`src/rtl/bcd_seg7_scanner_pkg.sv`:
```
// Shared constants for the 3-digit BCD 7-segment scanner: active-high segment
// patterns (bit0=a .. bit6=g) and the digit-slot encoding.
package bcd_seg7_scanner_pkg;

    localparam int NUM_DIGITS = 3;

    localparam logic [6:0] SEG_0    = 7'h3F;
    localparam logic [6:0] SEG_1    = 7'h06;
    localparam logic [6:0] SEG_2    = 7'h5B;
    localparam logic [6:0] SEG_3    = 7'h4F;
    localparam logic [6:0] SEG_4    = 7'h66;
    localparam logic [6:0] SEG_5    = 7'h6D;
    localparam logic [6:0] SEG_6    = 7'h7D;
    localparam logic [6:0] SEG_7    = 7'h07;
    localparam logic [6:0] SEG_8    = 7'h7F;
    localparam logic [6:0] SEG_9    = 7'h6F;
    localparam logic [6:0] SEG_DASH = 7'h40;
    localparam logic [6:0] SEG_OFF  = 7'h00;

    typedef enum logic [1:0] {
        DIG_ONES  = 2'd0,
        DIG_TENS  = 2'd1,
        DIG_HUNDS = 2'd2
    } digit_e;

endpackage

```
`src/rtl/bcd_seg7_scanner_if.sv`:
```
// Value-in / display-out bundle between the BCD source and the scanner.
interface bcd_seg7_scanner_if;
    logic [11:0]                                bcd;
    logic                                       bcd_valid;
    logic                                       blank_lz;
    logic [6:0]                                 seg;
    logic [bcd_seg7_scanner_pkg::NUM_DIGITS-1:0] an;
    logic                                       frame_done;

    modport master (
        output bcd, bcd_valid, blank_lz,
        input  seg, an, frame_done
    );

    modport slave (
        input  bcd, bcd_valid, blank_lz,
        output seg, an, frame_done
    );
endinterface

```
`src/rtl/bcd_seg7_scanner_decode.sv`:
```
// Combinational BCD nibble to active-high 7-segment pattern; A-F show a dash.
module bcd_to_seg7
    import bcd_seg7_scanner_pkg::*;
(
    input  logic [3:0] nib,
    output logic [6:0] pat
);

    always_comb begin
        pat = SEG_DASH;
        case (nib)
            4'd0:    pat = SEG_0;
            4'd1:    pat = SEG_1;
            4'd2:    pat = SEG_2;
            4'd3:    pat = SEG_3;
            4'd4:    pat = SEG_4;
            4'd5:    pat = SEG_5;
            4'd6:    pat = SEG_6;
            4'd7:    pat = SEG_7;
            4'd8:    pat = SEG_8;
            4'd9:    pat = SEG_9;
            default: pat = SEG_DASH;
        endcase
    end

endmodule

```
`src/rtl/bcd_seg7_scanner.sv`:
```
// Time-multiplexed 3-digit 7-segment driver with shadowed, frame-aligned
// updates, leading-zero blanking and selectable output polarity.
module bcd_seg7_scanner
    import bcd_seg7_scanner_pkg::*;
#(
    parameter int REFRESH_DIV = 50000,
    parameter int ACTIVE_LOW  = 1
) (
    input  logic              clk,
    input  logic              rst_n,
    bcd_seg7_scanner_if.slave bus
);

    localparam int             PW        = (REFRESH_DIV > 1) ? $clog2(REFRESH_DIV) : 1;
    localparam logic [PW-1:0]  PRESC_MAX = PW'(REFRESH_DIV - 1);
    localparam logic           POL       = (ACTIVE_LOW != 0);

    logic [PW-1:0]                  presc;
    digit_e                         idx;
    logic                           tick;
    logic                           boundary;
    logic [11:0]                    pending;
    logic [11:0]                    display;
    logic [NUM_DIGITS-1:0][6:0]     pat;
    logic [NUM_DIGITS-1:0]          blank;
    logic [6:0]                     seg_nx, seg_q;
    logic [NUM_DIGITS-1:0]          an_nx, an_q;
    logic                           fd_q;

    assign tick     = (presc == PRESC_MAX);
    assign boundary = tick && (idx == DIG_HUNDS);

    always_ff @(posedge clk or negedge rst_n) begin
        if (!rst_n)    presc <= '0;
        else if (tick) presc <= '0;
        else           presc <= presc + 1'b1;
    end

    always_ff @(posedge clk or negedge rst_n) begin
        if (!rst_n) begin
            idx <= DIG_ONES;
        end else if (tick) begin
            case (idx)
                DIG_ONES: idx <= DIG_TENS;
                DIG_TENS: idx <= DIG_HUNDS;
                default:  idx <= DIG_ONES;
            endcase
        end
    end

    // A strobe landing on the boundary bypasses pending so it is not a frame late.
    always_ff @(posedge clk or negedge rst_n) begin
        if (!rst_n) begin
            pending <= '0;
            display <= '0;
            fd_q    <= 1'b0;
        end else begin
            if (bus.bcd_valid) pending <= bus.bcd;
            if (boundary)      display <= bus.bcd_valid ? bus.bcd : pending;
            fd_q <= boundary;
        end
    end

    bcd_to_seg7 u_dec [NUM_DIGITS-1:0] (
        .nib (display),
        .pat (pat)
    );

    // blank_lz is deliberately live so the switch takes effect mid-frame.
    assign blank = {bus.blank_lz && (display[11:8] == 4'h0),
                    bus.blank_lz && (display[11:4] == 8'h00),
                    1'b0};

    always_comb begin
        seg_nx = SEG_OFF;
        an_nx  = '0;
        case (idx)
            DIG_ONES: begin
                seg_nx = pat[0];
                an_nx  = 3'b001;
            end
            DIG_TENS: if (!blank[1]) begin
                seg_nx = pat[1];
                an_nx  = 3'b010;
            end
            DIG_HUNDS: if (!blank[2]) begin
                seg_nx = pat[2];
                an_nx  = 3'b100;
            end
            default: ;
        endcase
    end

    always_ff @(posedge clk or negedge rst_n) begin
        if (!rst_n) begin
            seg_q <= {7{POL}};
            an_q  <= {NUM_DIGITS{POL}};
        end else begin
            seg_q <= seg_nx ^ {7{POL}};
            an_q  <= an_nx ^ {NUM_DIGITS{POL}};
        end
    end

    assign bus.seg        = seg_q;
    assign bus.an         = an_q;
    assign bus.frame_done = fd_q;

endmodule

```
`src/flat_wrapper.sv`:
```
// flat-port wrapper written by rule: the top's interface ports become plain ports
module bcd_seg7_scanner_flat import bcd_seg7_scanner_pkg::*;
#(
    parameter int REFRESH_DIV = 50000,
    parameter int ACTIVE_LOW  = 1
)
  (clk, rst_n, bus_bcd, bus_bcd_valid, bus_blank_lz, bus_seg, bus_an, bus_frame_done);
  bcd_seg7_scanner_if bus_i ();
  input  logic clk;
  input  logic rst_n;
  input wire logic [$bits(bus_i.bcd)-1:0] bus_bcd;
  input wire logic [$bits(bus_i.bcd_valid)-1:0] bus_bcd_valid;
  input wire logic [$bits(bus_i.blank_lz)-1:0] bus_blank_lz;
  output wire logic [$bits(bus_i.seg)-1:0] bus_seg;
  output wire logic [$bits(bus_i.an)-1:0] bus_an;
  output wire logic [$bits(bus_i.frame_done)-1:0] bus_frame_done;
  assign bus_i.bcd = bus_bcd;
  assign bus_i.bcd_valid = bus_bcd_valid;
  assign bus_i.blank_lz = bus_blank_lz;
  assign bus_seg = bus_i.seg;
  assign bus_an = bus_i.an;
  assign bus_frame_done = bus_i.frame_done;
  bcd_seg7_scanner #(.REFRESH_DIV(REFRESH_DIV), .ACTIVE_LOW(ACTIVE_LOW)) u_core (.clk(clk), .rst_n(rst_n), .bus(bus_i));
endmodule
```
`config.mk`:
```
export PLATFORM = sky130hd
export DESIGN_NAME = bcd_seg7_scanner_flat
export DESIGN_NICKNAME = d
export VERILOG_FILES = /design/src/rtl/bcd_seg7_scanner_pkg.sv /design/src/rtl/bcd_seg7_scanner_if.sv /design/src/rtl/bcd_seg7_scanner_decode.sv /design/src/rtl/bcd_seg7_scanner.sv /design/src/flat_wrapper.sv
export SDC_FILE = /design/constraint.sdc
export NUM_CORES = 1
export LEC_CHECK = 0
export BUFFER_PORTS_ARGS = -buffer_cell sky130_fd_sc_hd__buf_4
export CAP_MARGIN = 30
export CORE_ASPECT_RATIO = 0.6
export CORE_MARGIN = 2
export CORE_UTILIZATION = 53
export DETAILED_ROUTE_END_ITERATION = 8
export PLACE_DENSITY = 0.86
export SYNTH_ARGS = -nofsm -noshare
export SYNTH_HDL_FRONTEND = slang
export SYNTH_HIERARCHICAL = 1
export SYNTH_SLANG_ARGS = --single-unit
```
`constraint.sdc`:
```
create_clock -name clk -period 1.76 [get_ports clk]
set_clock_uncertainty 0.2 [all_clocks]
set_input_delay 0.352 -clock clk [delete_from_list [all_inputs] [get_ports clk]]
set_output_delay 0.352 -clock clk [all_outputs]
set_load 0.02 [all_outputs]
```
==> impl_metrics.yaml, run 1 <==
timing:
  setup_viol: 17
  grt_setup_unrepaired: "yes"
  slew_headroom_pct: 56.0
  hold_violations: 0
  setup_ws_ns: -0.139
  finalCritPeriodShare_pct: 108
  holdWs_ns: 0.0854
  finalCriticalPeriod_ns: 1.90
  finalMaxSlewViolations: 0
  worstMarginPinSlew_ns: 0.660
  clock.fmax_mhz: 526
layout:
  area_delta_synth_final_pct: 24.8
  antenna_cells: 0
  drive_gt1_share_pct: 43.8
  nets: 347
clocking:
  tritoncts: "built"
  clockBufferDepth: 2
  clkSinkCount: 53
  clk_latency_ns: 0.31
  clkSlewWorstSetupHoldPaths_ns: 0.10
  root_buffer: "clkbuf_8"
  cts-htree-levels: 2
  numCtsBuffers: 5
detailed_routing:
  firstDrtPassIters: 6
  drc: 0
  ant_nets: 0
  via_count: 2139
  wl_microns: 6960
  vias_per_cell: 5.64
  drtIter0Drc: 141
  wl_per_cell_microns: 18.4
die:
  dieArea_sq_um: 6110
  core_area_sq_um: 5180
  die_y_microns: 61.4
  die_w_microns: 99.6
  ios: 27
  start_util_pct: 56.1
  placementRows: 20
worst_hold_path:
  holdPathEnd: "u_core/pending[8]$_DFF_PN0_"
  hp-class: "in2reg"
  hold_start: "bus_bcd[8]"
  min_path_cells: 2
worst_setup_path:
  r2r-end: "u_core/display[5]$_DFFE_PN0P_"
  reg2reg_slack_ns: -0.14
  worstReg2RegStart: "u_core/presc[1]$_DFF_PN0_"
  critPathMaxStageDelay_ns: 0.38
  crit_type: "reg2reg"
  worstPathMaxFanout: 8
  path_cells: "ha_2, and4_4, nand4_4, nor2_8, buf_12, mux2_4"
  critPathArrivalTime_ns: 1.91
  required_ns: 1.77
  ff2ff_path_depth: 6
  end_kind: "register"
  startpoint_type: "register"
  crit_slowest_cell: "dfrtp_1"
synthesis:
  syn_area_sq_um: 2910
  synthArstFlopShare_pct: 100
  yosys_warnings: 6
  ys_seq_area_share_pct: 46.0
  yosysUniqueCellTypes: 40
  postSynthAreaPerCell_sq_um: 11.9
  synth_seq_cells: 53
  synth_ff_type: "dfrtp_1"
  synth_edf_count: 0
  syn_inst: 245
  synthesis.nets: 280
global_routing:
  grt_pass1_wl_microns: 11600
  grtUsageTotal_pct: 25.7
  overflow: 0
  antenna_found_initial: 0
  first_global_vias: 2282
  grt_max_degree: 54
flow_run:
  maxCapViolCount: 0
run_status:
  status: "complete, but fails checks"
  violations: "negative setup slack"
pwr:
  p_leak_nw: 1.72
  p_per_area_nw_per_um2: 606
  ir_drop_v: 0.000381
placed_design:
  place.port_buffers: 26
  dp_hpwl_microns: 4770
  place.gp.congestion: 0.841
  dpl_worst_slack_ns: -0.179
-- cell usage in the layout (no fill, tap or decap), types with 3 or more instances in the layout --
| cell | count |
|---|---|
| clkbuf_8 | 5 |
| mux2_4 | 14 |
| nand3_1 | 6 |
| nand2_1 | 8 |
| dfstp_2 | 10 |
| dfrtp_1 | 43 |
| nor2b_1 | 5 |
| buf_4 | 67 |
| nor2_2 | 7 |
| xnor2_1 | 7 |
| inv_1 | 17 |
| a21o_1 | 6 |
| mux2_2 | 13 |
| a222oi_1 | 7 |
| o22ai_1 | 9 |
| nand2b_1 | 5 |
| xor2_1 | 6 |
| o21ai_0 | 8 |
| nor4_2 | 3 |
| nor2_1 | 8 |
| o31a_1 | 3 |
| nand4_1 | 6 |
| ha_1 | 17 |
| and2_1 | 3 |
-- worst max-delay path, delay by kind of cell (launching register included) --
kind                       cells  cell delay (ns)
adders and majority gates      1             0.22
buffers and inverters          1             0.15
DFF                            1             0.38
muxes                          1             0.29
and+or+nand+nor                3             0.54
-- what timing repair did --
item                       in CTS  in global routing
hold buffers                    1                  0
pin swaps                       8                 11
hold endpoints to repair       43                  0
resized for setup              12                 10
buffers inserted                6                  2
setup endpoints to repair      26                 31
-- sequential cells by signal, indices dropped and copies added, names as in the netlist --
register and flops:
u_core/presc 16, u_core/display 12, u_core/pending 12, u_core/bus.seg 7, u_core/bus.an 3, u_core/idx 2
u_core/bus.frame_done 1
-- layer usage --
metal	up-vias	part of all wire, %	track usage [%]
met5	-	0	0
met4	0	1.0	6.46
met3	8	5.6	5.79
met2	68	48	45.2
met1	1073	45	33.5
li1	990	-	-
-- synthesized netlist by cell type, types with 2 or more instances --
master / n / share of area [%]
nor4_1: 3 / 0.65
nand3_1: 6 / 1.0
a21o_1: 6 / 1.5
xor2_1: 6 / 1.8
ha_1: 19 / 8.2
o31a_1: 3 / 0.90
nor2_1: 15 / 1.9
o22ai_1: 9 / 1.9
buf_6: 6 / 2.3
dfstp_2: 10 / 9.0
mux2_4: 11 / 5.7
inv_1: 19 / 2.5
xnor2_1: 7 / 2.1
and2_1: 3 / 0.65
nor2b_1: 5 / 1.1
a222oi_1: 7 / 2.4
o21ai_0: 9 / 1.5
mux2_2: 15 / 5.8
nand2b_1: 5 / 1.1
nor4b_4: 2 / 1.6
nand2_1: 8 / 1.0
dfrtp_1: 43 / 37
or2_1: 2 / 0.43
and4_1: 3 / 0.90
and2b_1: 2 / 0.52
a22oi_1: 2 / 0.52
nand4_1: 6 / 1.3
-- power by group --
| group | switching (mW) | internal (mW) | total, mW |
|---|---|---|---|
| combinational | 0.0500 | 0.0490 | 0.0990 |
| sequential | 0.00920 | 1.25 | 1.25 |
| clock | 0.419 | 0.426 | 0.845 |
-- metrics by stage --
stage	TNS (ns)	util [%]	power [mW]	std cells	cell area, sq um
after floorplan	-1.71	-	1.31	245	2920
after global placement	-1.63	65.5	1.37	364	3390
after detailed placement	-2.43	65.5	1.37	364	3390
after CTS	-1.46	69.5	2.22	379	3600
after global routing	-2.89	70.1	2.28	379	3630
final	-1.73	70.1	2.20	379	3630
-- cell families after synthesis --
logic type               after synthesis  share of synthesized area [%]
AO/OA/AOI/OAI                         38                           9.47
XOR/XNOR                              13                           3.92
adder cells (fa/ha/maj)               19                           8.18
buffers and inverters                 29                           5.89
flip-flops                            53                           46.0
multiplexers                          27                           11.9
AND/OR/NAND/NOR                       66                           14.6
-- worst max path at each step --
stage	depth (start not counted)	start	to
after global routing	5	u_core/presc[12]$_DFF_PN0_	u_core/display[9]$_DFFE_PN0P_
after floorplan	7	u_core/presc[0]$_DFF_PN0_	u_core/display[10]$_DFFE_PN0P_
after CTS	5	u_core/presc[10]$_DFF_PN0_	u_core/display[5]$_DFFE_PN0P_
after global placement	5	u_core/presc[4]$_DFF_PN0_	u_core/display[4]$_DFFE_PN0P_
after detailed placement	5	u_core/presc[4]$_DFF_PN0_	u_core/display[0]$_DFFE_PN0P_
final	6	u_core/presc[1]$_DFF_PN0_	u_core/display[5]$_DFFE_PN0P_
-- cell type report --
cell class | count | area [sq um]
timing repair buffer | 70 | 553
clock buffer | 5 | 68.8
clock inverter | 3 | 46.3
fill | 355 | 1550
sequential | 53 | 1340
multi-input combinational | 163 | 1470
tap | 66 | 82.6
inverter | 19 | 71.3
Power figures use the tool's default switching activity.
==> inputs of run 2 (changes only) <==
- CELL_PAD_IN_SITES_DETAIL_PLACEMENT: unset -> 1
- CELL_PAD_IN_SITES_GLOBAL_PLACEMENT: unset -> 2
- CORE_MARGIN: 2 -> unset
- CORE_UTILIZATION: 53 -> 36
==> run 2 against run 1 <==
Net effect:
- die area is 38% higher
- clock power is 29% higher
- utilization is 19 points lower
- final area is 6.9% higher
- maximum frequency is 1.6% higher
- worst setup slack better by 0.030 ns
- via count is 0.42% lower
- first-iteration DRC count is 12% lower
- routed wire length is 6.1% higher
- register-to-register slack better by 0.03 ns
- the run still ends with negative setup slack left
- total power is 11% higher
- critical path depth is 1 lower
==> impl_metrics.yaml, run 2 (synthesis results as in run 1) <==
detailed_routing:
  wl_per_cell_microns: 17.3
  vias_per_cell: 5.00
  ant_nets: 0
  firstDrtPassIters: 4
  via_count: 2130
  drtIter0Drc: 124
  wl_microns: 7380
  drc: 0
worst_setup_path:
  crit_slowest_cell: "dfrtp_1"
  crit_type: "reg2reg"
  worstPathMaxFanout: 9
  critPathArrivalTime_ns: 1.84
  required_ns: 1.73
  critPathMaxStageDelay_ns: 0.41
  startpoint_type: "register"
  path_buf_inv: 1
  end_kind: "register"
  path_cells: "nor4b_4, nand4_4, nor2_8, buf_12, mux2_4"
  cp_top_family: "simple AND/OR/NAND/NOR gates"
layout:
  top_register: "u_core/presc"
  antenna_cells: 0
  largest_registers: "u_core/presc: 16 flops, u_core/display: 12 flops, u_core/pending: 12 flops"
  multi_input_area_sq_um: 1540
  nets: 356
  fin_cells: 426
  drive_gt1_share_pct: 47.2
  layout_common_cells: "buf_4, dfrtp_1, inv_1"
  mostFrequentLayoutCell: "buf_4"
  regArea_sq_um: 1340
  largest_reg_flops: 16
  area_delta_synth_final_pct: 33.4
  fin_area_sq_um: 3880
  fill_cells: 810
timing:
  grt_setup_unrepaired: "yes"
  worstMarginPinSlew_ns: 0.512
  setup_viol: 12
  hold_violations: 0
  clock.fmax_mhz: 535
  finalCriticalPeriod_ns: 1.87
  setup_ws_ns: -0.109
  finalMaxSlewViolations: 0
  slew_headroom_pct: 65.8
  finalCritPeriodShare_pct: 106
global_routing:
  use_met2_pct: 29.2
  grt_pass1_wl_microns: 12200
  first_global_vias: 2299
  overflow: 0
  antenna_found_initial: 0
  grtUsageTotal_pct: 19.0
  busiest_layer: "met2"
  use_met1_pct: 28.0
  grt_max_degree: 29
  use_met3_pct: 3.50
placed_design:
  place.gp.congestion: 0.745
  dp_cells: 410
  place_area_sq_um: 3500
  place.port_buffers: 26
  dp_hpwl_microns: 5530
die:
  die_y_microns: 71.6
  die_w_microns: 118
  dieArea_sq_um: 8450
  ios: 27
  placementRows: 24
  core_area_sq_um: 7540
  start_util_pct: 38.6
clocking:
  clkSinkCount: 53
  tritoncts: "built"
  clockBufferDepth: 2
  clkSlewWorstSetupHoldPaths_ns: 0.07
  cts-htree-levels: 2
  numCtsBuffers: 5
  clk_latency_ns: 0.29
  root_buffer: "clkbuf_16"
worst_hold_path:
  hp-class: "in2reg"
pwr:
  ir_drop_v: 0.000410
  p_per_area_nw_per_um2: 631
  p_leak_nw: 1.81
run_status:
  status: "complete, but fails checks"
  violations: "negative setup slack"
flow_run:
  maxCapViolCount: 0
## run 2: repair_timing
item                                    in CTS  in global routing
endpoints found under the setup margin      26                 23
buffers inserted                             2                  5
endpoints found under the hold margin       16                  0
hold buffers                                 1                  0
gates resized for setup                     12                 22
pin swaps                                    7                  9
## run 2: worst paths after layout
kind,start,to,slack (ns),cells past startpoint
setup / recovery,u_core/presc[12]$_DFF_PN0_,u_core/display[11]$_DFFE_PN0P_,-0.11,5
hold / removal,bus_bcd[0],u_core/pending[0]$_DFF_PN0_,0.12,2
setup reg to reg,u_core/presc[12]$_DFF_PN0_,u_core/display[11]$_DFFE_PN0P_,-0.11,5
hold reg to reg,u_core/pending[2]$_DFF_PN0_,u_core/pending[2]$_DFF_PN0_,0.31,1
max in group asynchronous,rst_n,u_core/bus.an[0]$_DFF_PN1_,0.49,3
min in group asynchronous,rst_n,u_core/pending[6]$_DFF_PN0_,0.33,2
## run 2: routing by layer
layer / vias up / wire (microns)
met5: - / 0
met4: 0 / 42
met3: 6 / 319
met1: 1075 / 3730
li1: 1011 / -
met2: 38 / 3290
## run 2: final cells by class
class	instances	share of cell area [%]
Clock buffer	6	3.32
Clock inverter	2	0.903
Inverter	19	1.84
Multi-Input combinational cell	163	39.7
Sequential cell	53	34.6
Tap cell	104	3.35
Timing Repair Buffer	79	16.3
## run 2: metrics by stage
step	hold WS [ns]	power, mW	TNS [ns]	worst slack, ns	util [%]
floorplan	-0.144	1.31	-1.71	-0.169	-
global placement	0.0912	1.38	-0.826	-0.0859	46.4
detailed placement	0.0950	1.38	-1.80	-0.134	46.4
CTS	0.118	2.48	-1.21	-0.130	49.5
global route	0.117	2.55	-2.14	-0.165	51.5
finish	0.120	2.45	-1.18	-0.109	51.5
## run 2: report_power, final
part	switching, mW	total [mW]	internal [mW]
clock	0.416	1.09	0.669
sequential	0.00642	1.25	1.25
combinational	0.0568	0.112	0.0548
